[config.mk]
export PLATFORM = sky130hd
export DESIGN_NAME = display_page_ctrl_flat
export DESIGN_NICKNAME = d
export VERILOG_FILES = /design/src/rtl/display_page_ctrl_if.sv /design/src/rtl/display_page_ctrl.sv /design/src/flat_wrapper.sv
export SDC_FILE = /design/constraint.sdc
export NUM_CORES = 1
export LEC_CHECK = 0
export CORE_MARGIN = 1
export CORE_UTILIZATION = 40
export CTS_BUF_LIST = sky130_fd_sc_hd__clkbuf_4 sky130_fd_sc_hd__clkbuf_8
export CTS_CLUSTER_DIAMETER = 80
export DETAILED_ROUTE_END_ITERATION = 7
export SYNTH_ARGS = -nofsm -noshare
export SYNTH_HDL_FRONTEND = slang
export SYNTH_SLANG_ARGS = --single-unit
[constraint.sdc]
create_clock -name CLK100MHz -period 1.8 [get_ports CLK100MHz]
set_input_delay 0.36 -clock CLK100MHz [delete_from_list [all_inputs] [get_ports CLK100MHz]]
set_output_delay 0.36 -clock CLK100MHz [all_outputs]
set_load 0.05 [all_outputs]
[src/rtl/display_page_ctrl_if.sv]
// Bundles the result, entry-digit, paging and seg7 digit signals of display_page_ctrl.
// master drives the result and button side; slave is the controller itself.
interface display_page_ctrl_if;
   logic        result_valid;
   logic [31:0] result_in;
   logic        select;
   logic        advance_btn;
   logic [3:0]  data_in_ones;
   logic [3:0]  data_in_tens;
   logic [3:0]  data_in_hundreds;
   logic [3:0]  data_in_thousands;
   logic [3:0]  ones;
   logic [3:0]  tens;
   logic [3:0]  hundreds;
   logic [3:0]  thousands;
   logic [1:0]  LEDs_out;
   logic        busy;
   logic        bcd_ready;

   modport master (
      output result_valid, result_in, select, advance_btn,
             data_in_ones, data_in_tens, data_in_hundreds, data_in_thousands,
      input  ones, tens, hundreds, thousands, LEDs_out, busy, bcd_ready
   );

   modport slave (
      input  result_valid, result_in, select, advance_btn,
             data_in_ones, data_in_tens, data_in_hundreds, data_in_thousands,
      output ones, tens, hundreds, thousands, LEDs_out, busy, bcd_ready
   );
endinterface

[src/rtl/display_page_ctrl.sv]
// Converts a 32-bit result to 10 BCD digits (one double-dabble step per cycle) and pages
// them to seg7 four digits at a time. Define LEADING_ZERO_BLANK_EN to blank leading zeros.
module display_page_ctrl (
   input  logic               CLK100MHz,
   input  logic               reset,
   display_page_ctrl_if.slave bus
);

   typedef enum logic {IDLE, CONVERT} state_t;

   state_t      state, state_next;
   logic [31:0] shift_reg;
   logic [39:0] bcd_acc;
   logic [4:0]  iter_cnt;
   logic [39:0] display_reg;
   logic [1:0]  page;
   logic [1:0]  page_count;
   logic [1:0]  page_count_next;
   logic        pend_valid;
   logic [31:0] pend_value;
   logic        adv_q;
   logic        adv_edge;
   logic        busy_q;
   logic        bcd_ready_q;
   logic        launch;
   logic [31:0] launch_value;
   logic        last_iter;
   logic [39:0] bcd_adj;
   logic [39:0] bcd_next;
   logic [31:0] shift_next;
   logic [63:0] display_pad;
   logic [15:0] window;
   logic [15:0] digits_next;
   logic [1:0]  leds_next;
   logic [15:0] digits_q;
   logic [1:0]  leds_q;

   assign bus.busy      = busy_q;
   assign bus.bcd_ready = bcd_ready_q;
   assign bus.ones      = digits_q[3:0];
   assign bus.tens      = digits_q[7:4];
   assign bus.hundreds  = digits_q[11:8];
   assign bus.thousands = digits_q[15:12];
   assign bus.LEDs_out  = leds_q;

   // One double-dabble iteration: correct every nibble >= 5, then shift the pair left.
   always_comb begin
      bcd_adj = bcd_acc;
      for (int i = 0; i < 10; i++) begin
         if (bcd_acc[i*4 +: 4] >= 4'd5) begin
            bcd_adj[i*4 +: 4] = bcd_acc[i*4 +: 4] + 4'd3;
         end
      end
      {bcd_next, shift_next} = {bcd_adj, shift_reg} << 1;
   end

   always_comb begin
      if (bcd_next[39:16] == 24'd0) begin
         page_count_next = 2'd1;
      end else if (bcd_next[39:32] == 8'd0) begin
         page_count_next = 2'd2;
      end else begin
         page_count_next = 2'd3;
      end
   end

   always_ff @(posedge CLK100MHz) begin
      if (reset) begin
         state <= IDLE;
      end else begin
         state <= state_next;
      end
   end

   // A fresh result_valid in IDLE takes priority over the held pending value.
   always_comb begin
      state_next   = state;
      launch       = 1'b0;
      launch_value = pend_value;
      last_iter    = 1'b0;
      case (state)
         IDLE: begin
            if (bus.result_valid) begin
               launch       = 1'b1;
               launch_value = bus.result_in;
               state_next   = CONVERT;
            end else if (pend_valid) begin
               launch     = 1'b1;
               state_next = CONVERT;
            end
         end
         CONVERT: begin
            if (iter_cnt == 5'd31) begin
               last_iter  = 1'b1;
               state_next = IDLE;
            end
         end
         default: state_next = IDLE;
      endcase
   end

   always_ff @(posedge CLK100MHz) begin
      if (reset) begin
         shift_reg   <= '0;
         bcd_acc     <= '0;
         iter_cnt    <= '0;
         pend_valid  <= 1'b0;
         pend_value  <= '0;
         display_reg <= '0;
         bcd_ready_q <= 1'b0;
         busy_q      <= 1'b0;
      end else begin
         busy_q <= (state == CONVERT);
         if (launch) begin
            shift_reg <= launch_value;
            bcd_acc   <= '0;
            iter_cnt  <= '0;
         end else if (state == CONVERT) begin
            shift_reg <= shift_next;
            bcd_acc   <= bcd_next;
            iter_cnt  <= iter_cnt + 5'd1;
         end
         if ((state == CONVERT) && bus.result_valid) begin
            pend_valid <= 1'b1;
            pend_value <= bus.result_in;
         end else if (launch) begin
            pend_valid <= 1'b0;
         end
         if (last_iter) begin
            display_reg <= bcd_next;
            bcd_ready_q <= 1'b1;
         end
      end
   end

   // The edge is registered once more so a press updates page one cycle after it is seen.
   always_ff @(posedge CLK100MHz) begin
      if (reset) begin
         adv_q      <= 1'b0;
         adv_edge   <= 1'b0;
         page       <= 2'd0;
         page_count <= 2'd1;
      end else begin
         adv_q    <= bus.advance_btn;
         adv_edge <= bus.advance_btn & ~adv_q;
         if (last_iter) begin
            page       <= 2'd0;
            page_count <= page_count_next;
         end else if (adv_edge && bus.select && bcd_ready_q) begin
            page <= (page == page_count - 2'd1) ? 2'd0 : page + 2'd1;
         end
      end
   end

   assign display_pad = {24'd0, display_reg};
   assign window      = display_pad[{page, 4'b0000} +: 16];

`ifdef LEADING_ZERO_BLANK_EN
   logic [3:0] msd;

   always_comb begin
      msd = 4'd0;
      for (int i = 0; i < 10; i++) begin
         if (display_reg[i*4 +: 4] != 4'd0) begin
            msd = 4'(i);
         end
      end
   end
`endif

   always_comb begin
      digits_next = 16'd0;
      leds_next   = 2'b00;
      if (!bus.select) begin
         digits_next = {bus.data_in_thousands, bus.data_in_hundreds,
                        bus.data_in_tens, bus.data_in_ones};
      end else if (bcd_ready_q) begin
         digits_next = window;
         leds_next   = page;
`ifdef LEADING_ZERO_BLANK_EN
         for (int d = 0; d < 4; d++) begin
            if ({page, 2'(d)} > msd) begin
               digits_next[d*4 +: 4] = 4'hF;
            end
         end
`endif
      end
   end

   always_ff @(posedge CLK100MHz) begin
      if (reset) begin
         digits_q <= '0;
         leds_q   <= 2'b00;
      end else begin
         digits_q <= digits_next;
         leds_q   <= leds_next;
      end
   end

endmodule
[src/flat_wrapper.sv]
// flat-port wrapper written by rule: the top's interface ports become plain ports
module display_page_ctrl_flat 
  (CLK100MHz, reset, bus_result_valid, bus_result_in, bus_select, bus_advance_btn, bus_data_in_ones, bus_data_in_tens, bus_data_in_hundreds, bus_data_in_thousands, bus_ones, bus_tens, bus_hundreds, bus_thousands, bus_LEDs_out, bus_busy, bus_bcd_ready);
  display_page_ctrl_if bus_i ();
  input  logic CLK100MHz;
  input  logic reset;
  input wire logic [$bits(bus_i.result_valid)-1:0] bus_result_valid;
  input wire logic [$bits(bus_i.result_in)-1:0] bus_result_in;
  input wire logic [$bits(bus_i.select)-1:0] bus_select;
  input wire logic [$bits(bus_i.advance_btn)-1:0] bus_advance_btn;
  input wire logic [$bits(bus_i.data_in_ones)-1:0] bus_data_in_ones;
  input wire logic [$bits(bus_i.data_in_tens)-1:0] bus_data_in_tens;
  input wire logic [$bits(bus_i.data_in_hundreds)-1:0] bus_data_in_hundreds;
  input wire logic [$bits(bus_i.data_in_thousands)-1:0] bus_data_in_thousands;
  output wire logic [$bits(bus_i.ones)-1:0] bus_ones;
  output wire logic [$bits(bus_i.tens)-1:0] bus_tens;
  output wire logic [$bits(bus_i.hundreds)-1:0] bus_hundreds;
  output wire logic [$bits(bus_i.thousands)-1:0] bus_thousands;
  output wire logic [$bits(bus_i.LEDs_out)-1:0] bus_LEDs_out;
  output wire logic [$bits(bus_i.busy)-1:0] bus_busy;
  output wire logic [$bits(bus_i.bcd_ready)-1:0] bus_bcd_ready;
  assign bus_i.result_valid = bus_result_valid;
  assign bus_i.result_in = bus_result_in;
  assign bus_i.select = bus_select;
  assign bus_i.advance_btn = bus_advance_btn;
  assign bus_i.data_in_ones = bus_data_in_ones;
  assign bus_i.data_in_tens = bus_data_in_tens;
  assign bus_i.data_in_hundreds = bus_data_in_hundreds;
  assign bus_i.data_in_thousands = bus_data_in_thousands;
  assign bus_ones = bus_i.ones;
  assign bus_tens = bus_i.tens;
  assign bus_hundreds = bus_i.hundreds;
  assign bus_thousands = bus_i.thousands;
  assign bus_LEDs_out = bus_i.LEDs_out;
  assign bus_busy = bus_i.busy;
  assign bus_bcd_ready = bus_i.bcd_ready;
  display_page_ctrl u_core (.CLK100MHz(CLK100MHz), .reset(reset), .bus(bus_i));
endmodule
Yosys cells after proc, flatten, opt, wreduce, memory -nomap -nowiden
Cells that the tools add are included.
- muxes and demuxes: 28
- order comparisons: 10
- shift operators: 1
- bitwise operators: 5
- add/sub/neg operators: 13
- reduce and logical (&&, ||, !) cells: 10
- eq/ne operators: 2
- operators with widths (kind ; number):
    $mux W32 ; 4
    $shiftx A64 B7 Y16 ; 1
    $ge A4 B3 Y1 const B ; 10
    $add A4 B2 Y4 const B ; 9
    $mux W4 ; 9
    $mux W16 ; 2
    $logic_not A24 Y1 ; 1
    $mux W1 ; 9
    $logic_not A8 Y1 ; 1
    $add A5 B1 Y5 const B ; 1
    $eq A5 B5 Y1 const B ; 1
    $mux W2 ; 2
    $not A1 Y1 ; 4
    $reduce_bool A2 Y1 ; 2
    $reduce_or A2 Y1 ; 2
    $add A3 B2 Y3 const B ; 1
    $logic_and A1 B1 Y1 ; 3
    $mux W3 ; 1
    $reduce_or A3 Y1 ; 1
    $add A2 B1 Y2 const B ; 1
    $eq A2 B2 Y1 ; 1
    $pmux W1 S2 ; 1
    $sub A2 B1 Y2 const B ; 1
    $and A1 B1 Y1 ; 1
- bits of input ports: 53
- output and inout port bits: 20
- flip-flop bits (word level): 177

Longest topological paths before layout
Gate-level depths: netlist (run 1).
- depth after elaboration: 5
- gate-level depth with buffers: 9
- depth with buffers taken out: 8

Least setup slack after synthesis (run 1)
Ideal clock, no wire load.
- path kind: reg-to-reg
- from: register u_core.bcd_acc[20]
- to: register u_core.page_count[0]
- data arrival time: 1.657 ns
- stages on the path, launching flop included: 9
- period minus slack after synthesis: 1.779 ns
- setup slack: 0.021 ns
- cell sequence: dfxtp_1 -> inv_1 -> ha_1 -> nand2b_1 -> a21oi_2 -> mux2_2 -> o2111ai_2 -> nor4_2 -> o32a_1
- word-level cells in the longest chain between the ends: 4
- elaborated cells between the ends (all ways): 5
- RTL lines (element ; line ; text):
    from (decl) ; display_page_ctrl.sv:13 ; logic [39:0] bcd_acc;
    from (signal assigned) ; display_page_ctrl.sv:120 ; bcd_acc <= bcd_next;
    $add A4 B2 Y4 / $ge A4 B3 Y1 (equally long branches) ; display_page_ctrl.sv:51, display_page_ctrl.sv:50 ;
    $mux W4 (*) ; display_page_ctrl.sv:50 ; if (bcd_acc[i*4 +: 4] >= 4'd5) begin
    $logic_not A24 Y1 (*) ; display_page_ctrl.sv:58 ; if (bcd_next[39:16] == 24'd0) begin
    $mux W2 (*) ; display_page_ctrl.sv:58 ;
    to (signal assigned) ; display_page_ctrl.sv:148 ; page_count <= page_count_next;
    to (decl) ; display_page_ctrl.sv:17 ; logic [1:0] page_count;
Every way passes the cells marked *; elsewhere a longest branch is shown, timed or not.
A chain may end at the register's enable or synchronous reset.

Final worst setup path (run 1)
- from: register u_core.bcd_acc[32]
- to: register u_core.page_count[0]
- word-level cells in the longest chain between the ends: 5
- elaborated cells between the ends (all ways): 7
- RTL lines (element ; line ; text):
    $add A4 B2 Y4 / $ge A4 B3 Y1 (equally long branches) ; display_page_ctrl.sv:51, display_page_ctrl.sv:50 ;
    $mux W4 (*) ; display_page_ctrl.sv:50 ;
    $logic_not A8 Y1 ; display_page_ctrl.sv:60 ; end else if (bcd_next[39:32] == 8'd0) begin
    $mux W1 ; display_page_ctrl.sv:60 ;
    $mux W2 (*) ; display_page_ctrl.sv:58 ;
Marked as above.

==> impl_metrics.toml, run 1 <==
[floorplan]
die_area_mm2 = 0.0201
io_pins = 73
die_h_um = 142
start_util_pct = 41.2
fp-row-count = 50
coreArea_mm2 = 0.0190
die_x_um = 142

[logic_synthesis]
synth_seq_area_share_pct = 45.3
synth_top_family_by_area = "simple AND/OR/NAND/NOR gates"
synth-xor-area-share_pct = 1.57
synth_simple_gate_area_share_pct = 20.1
synth.most_common_cell = "dfxtp_1"
synthFlopType = "dfxtp_1"
yosysUniqueCellTypes = 42
ys_ff_latch = 177
syn_area_mm2 = 0.00782
netlist.area_leader.share_pct = 45.3
synth_cells = 945
synth_compound_area_share_pct = 19.2
synth-edff-count = 0
ys_async_sr_fraction_pct = 0
synth_common_cells = "dfxtp_1, nor2_1, nand2_1"
synthesis.nets = 1020
yosys_warnings = 0
yosys.area_share.adder_pct = 3.52
synth.mux.area_fraction_pct = 5.95
yosysTopAreaCell = "dfxtp_1"
synth_area_leaders = "dfxtp_1, nor2_1, a21oi_1, nand2_1, mux2i_1"
syn_area_per_cell_um2 = 8.27

[worst_hold_path]
hp-class = "primary input to register"

[run_status]
status = "complete, no violations"

[placement]
io_buffers = 72
dp_hpwl_um = 13000
gp_congestion = 0.821
placed_area_mm2 = 0.00917

[route]
via_count = 6758
wl_met1_um = 8820
initialDrtViolationCount = 346
highest_layer = "met4"
routed_via_density = 5.09
ant_nets = 0
drc_errors = 0
wl_per_cell_um = 14.4
met3WireLength_um = 496
route.met2.wl_um = 9550
first_pass_iters = 5
drt_wl_total_um = 19200

[final_layout]
multi_input_area_mm2 = 0.00421
antennaDiodeCount = 0
layout-drive-gt1-share_pct = 20.4
regArea_mm2 = 0.00357
nets = 1130
fillers = 1807
syn_to_final_growth_pct = 26.9
fin_area_mm2 = 0.00992

[sta]
rsz0062_at_grt = "true"
hold_viol = 0
clock.fmax_mhz = 558
slew_viol_final = 0
relSlewSlack_pct = 59.8
max_slew.worst_pin.slew_ns = 0.602
skew_ns = 0.0182
min_period_ns = 1.79
holdWs_ns = 0.260
final.period_utilization_pct = 99.6
setup_viol = 0

[setup_path]
endpoint_kind = "register"
cp_max_fo = 6
arrival_ns = 2.13
r2r_slack_ns = 0.007
worstSetupPathType = "register to register"
worstPathRequired_ns = 2.14
critPathLaunchType = "register"

[clock_tree]
insertion_delay_ns = 0.46
clkSlewWorstSetupHoldPaths_ns = 0.09
cts_num_sinks = 177
htree_levels = 4
cts_root_buffer = "clkbuf_8"
clockBufferDepth = 2
cts_tree = "built"
cts_buffers = 17

[global_route]
overflow = 0
grt_pass1_wl_um = 31300
antenna_found_initial = 0
grt_max_degree = 73
gr-usage-all-layers_pct = 19.6
grt_pass1_vias = 6338

[pwr]
leakage_nw = 3.75
vdd_ir_drop_max_uv = 410
power_density_mw_per_mm2 = 781

[job]
cap_violations = 0
==> layout by cell type, fill, tap and decap left out, types with 30 or more instances in the layout <==
master / synthesis / routed
clkdlybuf4s50_1: 0 / 50
nand2_1: 134 / 133
mux2i_1: 33 / 33
o21ai_0: 34 / 30
dfxtp_1: 177 / 161
a21oi_1: 105 / 99
a221oi_1: 36 / 36
nor2_1: 157 / 155
buf_4: 0 / 93
==> worst paths after layout <==
kind | to | depth (start not counted) | start
hold / removal | u_core.digits_q[2] | 2 | reset
setup / recovery | u_core.page_count[0] | 7 | u_core.bcd_acc[32]
hold reg to reg | u_core.adv_edge | 1 | u_core.adv_q
setup reg to reg | u_core.page_count[0] | 7 | u_core.bcd_acc[32]
==> logic make-up (layout without fill, tap and decap cells) <==
kind of cell / after synthesis / after routing
compound gates: 236 / 236
flops: 177 / 177
mux: 45 / 45
xor+xnor: 14 / 14
buf+inv: 86 / 209
simple gates: 365 / 365
fa+ha+maj: 22 / 22
==> where the power goes <==
part / switching [W] / internal (W)
registers: 0.0000713 / 0.00403
logic: 0.000531 / 0.000451
clock network: 0.00148 / 0.00119
total: 0.00208 / 0.00567
==> critical path, stage by stage, from the launching register on <==
cell and delay, ns:
dfxtp_4 0.38, ha_1 0.21, nand2b_4 0.14, nor3b_1 0.13, a21oi_1 0.16, and4_4 0.25, nand3_2 0.06, o32a_1 0.34
==> final cells by class <==
cell class / count / area share, %
clock buffers: 19 / 2.64
clock inverters: 13 / 1.26
inverters: 25 / 0.946
flip-flops and latches: 177 / 36.0
repair buffers: 152 / 13.5
multi-input cells: 682 / 42.4
well taps: 260 / 3.28
==> layer usage <==
metal  vias to the layer above  GRT usage, %
met2                        90          34.8
met4                         0          5.94
met1                      3150          24.0
met5                         -             0
met3                        22          3.58
li1                       3496             -
==> through the flow <==
step | setup WS, ns | TNS, ns | power (W) | std cells | utilization (%)
6_report | 0.00697 | 0 | 0.00775 | 1328 | 52.3
5_1_grt | -0.0627 | -0.136 | 0.00812 | 1328 | 52.3
4_1_cts | -0.00672 | -0.0122 | 0.00782 | 1321 | 51.4
3_5_place_dp | -0.0750 | -0.132 | 0.00510 | 1287 | 48.4
3_3_place_gp | -0.0226 | -0.0736 | 0.00509 | 1287 | 48.4
2_1_floorplan | 0.0209 | 0 | 0.00473 | 945 | -
==> timing repair <==
| action | CTS | global route |
|---|---|---|
| buffers inserted | 2 | 7 |
| hold buffers | 0 | 0 |
| resized for setup | 38 | 44 |
| pin swaps | 11 | 6 |
| endpoints found under the setup margin | 3 | 42 |
Power figures use the tool's default switching activity.
==> inputs of run 2 (changes only) <==
--- a/config.mk
+++ b/config.mk
@@ -6,10 +6,11 @@
 export NUM_CORES = 1
 export LEC_CHECK = 0
 export CORE_MARGIN = 1
-export CORE_UTILIZATION = 40
+export CORE_UTILIZATION = 54
 export CTS_BUF_LIST = sky130_fd_sc_hd__clkbuf_4 sky130_fd_sc_hd__clkbuf_8
 export CTS_CLUSTER_DIAMETER = 80
 export DETAILED_ROUTE_END_ITERATION = 7
+export PLACE_DENSITY = 0.79
 export SYNTH_ARGS = -nofsm -noshare
 export SYNTH_HDL_FRONTEND = slang
 export SYNTH_SLANG_ARGS = --single-unit
==> constraint.sdc (replaced) <==
create_clock -name CLK100MHz -period 1.8 [get_ports CLK100MHz]
set_input_delay 0.18 -clock CLK100MHz [delete_from_list [all_inputs] [get_ports CLK100MHz]]
set_output_delay 0.18 -clock CLK100MHz [all_outputs]
set_load 0.05 [all_outputs]
==> run 2 against run 1 <==
Effect of this change: the flow now finishes with violations (negative setup slack); worst hold slack worse by 0.11 ns; utilization grew 18 points; sequential share of layout area rose by 0.48 points; critical endpoint is now u_core.page_count[1]; largest cell class unchanged; largest power group unchanged; highest routed layer unchanged.
==> impl_metrics.toml, run 2 (synthesis gave the netlist of run 1 again) <==
[run_status]
status = "finished with violations"
violations = "negative setup slack"

[final_layout]
final_common_cell = "dfxtp_1"
syn_to_final_growth_pct = 25.3
fin_cells = 1230
layout-drive-gt1-share_pct = 16.9
antennaDiodeCount = 0
fillers = 1058
layout_common_cells = "dfxtp_1, nor2_1, nand2_1, a21oi_1, clkdlybuf4s50_1"
nets = 1112

[setup_path]
r2r_slack_ns = -0.0008
path_buf_inv = 1
cpMaxStageDelayCell = "dfxtp_2"
path_cells = "buf_4 > o21ai_1 > nor3b_1 > a21oi_2 > nand3_2 > nor4_4 > a311oi_1"
cp_max_fo = 4
endpoint_kind = "register"
worstSetupPathType = "register to register"
arrival_ns = 2.13
rr_worst_depth = 7
cpLargestDelayFamily = "compound AO/OA/AOI/OAI gates"
worstPathRequired_ns = 2.12
critPathLaunchType = "register"
slowest_delay_ns = 0.35
crit_cells = 7

[sta]
holdWs_ns = 0.154
clock.fmax_mhz = 555
setup_tns_ns = -0.000785
max_slew.worst_pin.slew_ns = 0.523
rsz0062_at_grt = "true"
worst_slack_ns = -0.000785
min_period_ns = 1.80
skew_ns = 0.0104
hold_viol = 0
setup_viol = 1
slew_viol_final = 0
relSlewSlack_pct = 65.0
final.period_utilization_pct = 100

[floorplan]
start_util_pct = 55.9
fp-row-count = 43
die_h_um = 122
coreArea_mm2 = 0.0140
die_area_mm2 = 0.0150
die_x_um = 122
io_pins = 73

[global_route]
overflow = 0
gr-usage-all-layers_pct = 25.1
grt_max_degree = 77
grt_pass1_vias = 6174
grt_pass1_wl_um = 29600
antenna_found_initial = 0

[route]
wl_met1_um = 8470
drt_wl_total_um = 19000
first_pass_iters = 5
routed_via_density = 5.59
initialDrtViolationCount = 556
wl_per_cell_um = 15.4
via_count = 6876
route.met2.wl_um = 9160
drc_errors = 0
highest_layer = "met4"
ant_nets = 0
met3WireLength_um = 871

[clock_tree]
cts_buffers = 17
cts_num_sinks = 177
cts-hold-fix-buffers = 0
cts_tree = "built"
insertion_delay_ns = 0.46
cts_root_buffer = "clkbuf_8"
clockBufferDepth = 2
htree_levels = 4
clkSlewWorstSetupHoldPaths_ns = 0.09

[placement]
dp_hpwl_um = 12100
gp_congestion = 0.880
dpl.cell_count = 1189
io_buffers = 72

[pwr]
power_density_mw_per_mm2 = 794
leakage_nw = 3.85
vdd_ir_drop_max_uv = 530

[worst_hold_path]
hp-class = "primary input to register"
holdPathStages = 2

[job]
cap_violations = 0
-- run 2: repair_timing --
action                                 4_1_cts  5_1_grt
setup endpoints to repair                    5       54
pin swaps                                    9       12
setup buffers                                4        5
resized for setup                           22       70
endpoints found under the hold margin        0        0
-- run 2: final cells by class --
cell class / count / area [um^2] / area share, %
Inverter: 25 / 101 / 1.03
Multi-Input combinational cell: 682 / 4210 / 42.9
Sequential cell: 177 / 3570 / 36.5
Timing Repair Buffer: 134 / 1300 / 13.2
Clock buffer: 22 / 284 / 2.90
Clock inverter: 10 / 110 / 1.12
Tap cell: 180 / 225 / 2.30
-- run 2: power breakdown --
| part | internal, W | switching [W] |
|---|---|---|
| Clock | 0.00134 | 0.00138 |
| Combinational | 0.000434 | 0.000524 |
| Sequential | 0.00403 | 0.0000759 |
-- run 2: routing by layer --
| layer | vias to the layer above | GRT usage [%] |
|---|---|---|
| met2 | 172 | 41.6 |
| met5 | - | 0 |
| met4 | 0 | 9.38 |
| li1 | 3456 | - |
| met1 | 3209 | 32.0 |
| met3 | 39 | 5.11 |
-- run 2: final timing paths --
| path | from | endpoint |
|---|---|---|
| max | u_core.bcd_acc[24] | u_core.page_count[1] |
| min | reset | u_core.digits_q[3] |
| max reg2reg | u_core.bcd_acc[24] | u_core.page_count[1] |
| min reg2reg | u_core.adv_q | u_core.adv_edge |
-- run 2: through the flow --
step	util [%]	worst slack (ns)	power [W]	area, um^2
after floorplan	-	0.0209	0.00473	7820
after global placement	64.4	0.00647	0.00506	9010
after detailed placement	64.4	-0.0668	0.00508	9010
after CTS	67.9	0.00154	0.00777	9500
after global routing	70.0	-0.0550	0.00810	9790
final	70.0	-0.000785	0.00778	9790
